<file path="config.mk">
export PLATFORM = sky130hd
export DESIGN_NAME = alu_mul_sequencer
export DESIGN_NICKNAME = d
export VERILOG_FILES = /design/src/rtl/alu_ctrl_pkg.sv /design/src/rtl/alu_mul_sequencer.sv
export SDC_FILE = /design/constraint.sdc
export NUM_CORES = 1
export LEC_CHECK = 0
export CAP_MARGIN = 20
export CELL_PAD_IN_SITES_DETAIL_PLACEMENT = 0
export CELL_PAD_IN_SITES_GLOBAL_PLACEMENT = 2
export CORE_UTILIZATION = 25
export CTS_CLUSTER_DIAMETER = 40
export DETAILED_ROUTE_END_ITERATION = 10
export DONT_BUFFER_PORTS = 1
export PLACE_DENSITY = 0.62
export REMOVE_ABC_BUFFERS = 1
export SLEW_MARGIN = 20
export SYNTH_ARGS = -nofsm -noshare
export SYNTH_HDL_FRONTEND = slang
export SYNTH_SLANG_ARGS = --single-unit
</file>
<file path="constraint.sdc">
create_clock -name clk -period 4.8 [get_ports clk]
set_input_delay 0.48 -clock clk [delete_from_list [all_inputs] [get_ports clk]]
set_output_delay 0.48 -clock clk [all_outputs]
set_load 0.005 [all_outputs]
</file>
<file path="src/rtl/alu_ctrl_pkg.sv">
// Shared ALU control definitions: opcode encodings, datapath width and
// the multiply sequencer state encoding.
package alu_ctrl_pkg;

  localparam int WIDTH = 32;

  localparam logic [2:0] OP_AND = 3'b000;
  localparam logic [2:0] OP_OR  = 3'b001;
  localparam logic [2:0] OP_XOR = 3'b010;
  localparam logic [2:0] OP_NOR = 3'b011;
  localparam logic [2:0] OP_ADD = 3'b100;
  localparam logic [2:0] OP_SLT = 3'b101;
  localparam logic [2:0] OP_SLL = 3'b110;
  localparam logic [2:0] OP_SRL = 3'b111;

  typedef enum logic [1:0] {
    IDLE = 2'd0,
    EXEC = 2'd1,
    DONE = 2'd2
  } seq_state_e;

endpackage

</file>
<file path="src/rtl/alu_mul_sequencer.sv">
// Iterative unsigned WIDTH x WIDTH multiplier that borrows the shared ALU
// for one shift-add step per clock; fixed latency, no early exit.
//
// state | meaning
// IDLE  | waiting for start; ALU operands held at zero
// EXEC  | one shift-add iteration per clock, N_ITER clocks
// DONE  | one-cycle done pulse, product valid
module alu_mul_sequencer #(
  parameter int         WIDTH  = alu_ctrl_pkg::WIDTH,
  parameter int         N_ITER = WIDTH,
  parameter logic [2:0] OP_ADD = alu_ctrl_pkg::OP_ADD
) (
  input  logic               clk,
  input  logic               rst,
  input  logic               start,
  input  logic [WIDTH-1:0]   mcand,
  input  logic [WIDTH-1:0]   mplier,
  output logic               busy,
  output logic               done,
  output logic [2*WIDTH-1:0] product,
  output logic [WIDTH-1:0]   alu_a,
  output logic [WIDTH-1:0]   alu_b,
  output logic               alu_diff,
  output logic [2:0]         alu_op,
  input  logic [WIDTH-1:0]   alu_res,
  input  logic               alu_cy
);
  import alu_ctrl_pkg::*;

  localparam int CW = $clog2(N_ITER);
  localparam logic [1:0] ST_IDLE = IDLE;
  localparam logic [1:0] ST_EXEC = EXEC;
  localparam logic [1:0] ST_DONE = DONE;
  localparam logic [CW-1:0] CNT_LAST = CW'(N_ITER - 1);

  logic [1:0]         state;
  logic [CW-1:0]      cnt;
  logic [WIDTH-1:0]   hi;
  logic [WIDTH-1:0]   lo;
  logic [WIDTH-1:0]   mc;
  logic [2*WIDTH-1:0] step;

  // Carry lands in the top bit after the shift, so the product cannot overflow.
  assign step = {alu_cy, alu_res, lo[WIDTH-1:1]};

  always_ff @(posedge clk) begin
    if (rst) begin
      state   <= ST_IDLE;
      cnt     <= '0;
      hi      <= '0;
      lo      <= '0;
      mc      <= '0;
      product <= '0;
    end else begin
      case (state)
        ST_IDLE: begin
          if (start) begin
            mc    <= mcand;
            lo    <= mplier;
            hi    <= '0;
            cnt   <= '0;
            state <= ST_EXEC;
          end
        end
        ST_EXEC: begin
          {hi, lo} <= step;
          cnt      <= cnt + 1'b1;
          if (cnt == CNT_LAST) begin
            product <= step;
            state   <= ST_DONE;
          end
        end
        ST_DONE: state <= ST_IDLE;
        default: state <= ST_IDLE;
      endcase
    end
  end

  assign busy     = (state != ST_IDLE);
  assign done     = (state == ST_DONE);
  assign alu_a    = (state == ST_EXEC) ? hi : '0;
  assign alu_b    = (state == ST_EXEC && lo[0]) ? mc : '0;
  assign alu_op   = OP_ADD;
  assign alu_diff = 1'b0;

endmodule

</file>
==> impl_metrics.yaml <==
global_routing:
  grt_pass1_vias: 4853
  grt_pass1_wl_um: 28400
  grt-ovfl-total: 0
  antenna_found_initial: 0
  grt_max_degree: 105
  grt_usage_pct: 14.0
sta:
  rsz0062_at_grt: "false"
  finClkSkew_ns: 0.0160
  hold_viol: 0
  worstMarginPinSlew_ns: 1.00
  drv_slew: 0
  post-route-min-period_ns: 3.05
  slew-limit-headroom_pct: 33.2
  period_share_pct: 63.6
  finalSetupViolCount: 0
  max_freq_mhz: 328
  finalWorstSetupSlack_ns: 1.75
final_layout:
  layout_commonest_cell: "dfxtp_1"
  antennaDiodeCount: 0
  drive_above_1_share_pct: 6.82
  fin_cells: 1013
  final_nets: 778
  layout_common_cells: "167 x dfxtp_1, 162 x nand2_1, 67 x a21oi_1"
  utilization_pct: 28.8
  area_growth_pct: 11.5
pwr:
  ir_worst_vdd_v: 0.000220
  intPower_mw: 2.23
  pwr_density_cell_nw_per_um2: 429
  p_clk_share_pct: 44.8
  leakage_nw: 2.73
  switching_power_mw: 0.809
  combPwrFrac_pct: 6.3
  p_seq_share_pct: 48.9
  switching_share_pct: 26.6
hold_path:
  hold_path_class: "input port to flip-flop"
  hold_end: "lo[8]"
  hp-start: "rst"
  worstHoldPathCells: 1
floorplan:
  rows: 57
  dieArea_um2: 26000
  initial_core_util_pct: 25.8
  die_w_um: 161
  core_area_um2: 24600
  fp.dieH_um: 161
  io-pin-count: 234
placed_design:
  dp_hpwl_um: 11800
  gp_congestion: 0.722
  pre_cts_slack_ns: 2.17
  io_buffers: 0
  dp_cells: 981
clock_tree:
  clockBufferDepth: 2
  cts_buffers: 17
  cts.sinks: 167
  clkTransAtPathRegs_ns: 0.08
  cts_tree: "done"
  insertion_delay_ns: 0.43
  cts_setup_buffers: 0
  cts_hold_buf: 0
  cts-root-buf: "clkbuf_16"
  post_cts_resized: 0
  htree_levels: 4
yosys:
  synthAdderAreaFrac_pct: 0.394
  synth_compound_area_share_pct: 19.4
  syn_area_per_cell_um2: 8.82
  synth_top_family_by_area: "simple AND/OR/NAND/NOR gates"
  ys_ff_latch: 167
  yosysSeqAreaShare_pct: 52.7
  synth-simple-area-share_pct: 22.0
  syn_area_um2: 6350
  synthesis.instances: 720
  synthMuxAreaShare_pct: 0
  synth_cell_types: 29
  yosys_warnings: 0
  synth_xor_area_share_pct: 0
route:
  drt_iter0_drc: 246
  drcViolationCount: 0
  wirelength_um: 18700
  routedWlPerCell_um: 18.4
  vias_per_cell: 4.88
  ant_nets: 0
  first_pass_iters: 4
  vias: 4939
critical_path:
  required_ns: 4.32
  rr_worst_depth: 6
  endpoint_kind: "output port"
  path_class: "flip-flop to output port"
  worstPathMaxFanout: 83
  critPathLaunchType: "flip-flop"
  cp.arrival_ns: 2.57
  timing.rr.end: "product[63]"
  crit_start: "state[0]"
  reg2reg_from: "cnt[0]"
  r2r_setup_slack_ns: 2.31
flow_run:
  max_cap_violations: 0
run_status:
  status: "finished clean"
==> Yosys cell counts <==
master	n	area share [%]
conb_1	2	0.12
buf_2	27	2.1
nand2_1	162	9.6
clkbuf_1	31	1.8
nor3_1	1	0.079
a311oi_1	32	4.4
nand2b_1	2	0.20
a211oi_1	1	0.12
or3b_1	1	0.14
o21a_1	1	0.12
a22o_1	64	8.8
o21ba_2	1	0.16
o211a_1	1	0.16
and2_1	32	3.2
or2_2	1	0.099
and3_1	33	3.3
buf_1	5	0.30
or3_1	1	0.099
nand3_1	36	2.8
a31oi_1	1	0.099
nor2b_1	2	0.20
ha_1	2	0.39
dfxtp_1	167	53
a21oi_1	67	5.3
nor3b_2	1	0.20
nor3b_1	1	0.12
buf_4	10	1.2
a21oi_4	1	0.26
nor2_1	34	2.0
==> registers in the layout, indices dropped and copies added, names as in the netlist <==
signal / flops
cnt: 5
product: 64
state: 2
lo: 32
mc: 32
hi: 32
==> per-layer routing <==
layer	wire length (um)	track usage, %
met5	0	0
met4	264	4.76
met3	960	3.60
met2	9190	24.0
met1	8280	17.0
==> critical path: stages, from the launching register on <==
cell and delay, ns:
dfxtp_1 0.46, nor2b_4 0.23, buf_4 0.49, buf_4 0.64
and3_1 0.28
==> power groups by stage <==
stage	combinational (mW)	sequential (mW)	clock, mW
after floorplan	0.142	1.50	0
after detailed placement	0.195	1.52	0
after global placement	0.190	1.52	0
final	0.191	1.49	1.36
after CTS	0.196	1.49	1.40
after global routing	0.218	1.49	1.47
==> layout make-up <==
type | instances | area, um2
Clock inverter | 14 | 141
Multi-Input combinational cell | 482 | 2690
Timing Repair Buffer | 8 | 72.6
Tap cell | 324 | 405
Fill cell | 2647 | 17500
Clock buffer | 18 | 429
Sequential cell | 167 | 3340
==> stage by stage <==
| step | instance area, um2 | TNS [ns] | power, mW | hold WS (ns) |
|---|---|---|---|---|
| floorplan | 6010 | -72.88 | 1.64 | 0.426 |
| global placement | 6510 | 0 | 1.71 | 0.437 |
| detailed placement | 6510 | 0 | 1.71 | 0.438 |
| CTS | 7080 | 0 | 3.08 | 0.105 |
| global route | 7080 | 0 | 3.18 | 0.103 |
| finish | 7080 | 0 | 3.04 | 0.126 |
==> logic make-up after synthesis <==
| family | Yosys count |
|---|---|
| AO/OA/AOI/OAI | 169 |
| adder cells (fa/ha/maj) | 2 |
| buffers and inverters | 73 |
| flip-flops | 167 |
| other | 2 |
| AND/OR/NAND/NOR | 307 |
==> worst max path at each step <==
| stage | slack (ns) | end |
|---|---|---|
| 6_report | 1.75 | alu_b[6] |
| 5_1_grt | 1.52 | alu_b[8] |
| 4_1_cts | 1.69 | alu_b[8] |
| 3_5_place_dp | 2.17 | alu_b[8] |
| 3_3_place_gp | 2.21 | alu_b[29] |
| 2_1_floorplan | -0.97 | product[0] |
(Power assumes the default switching activity.)
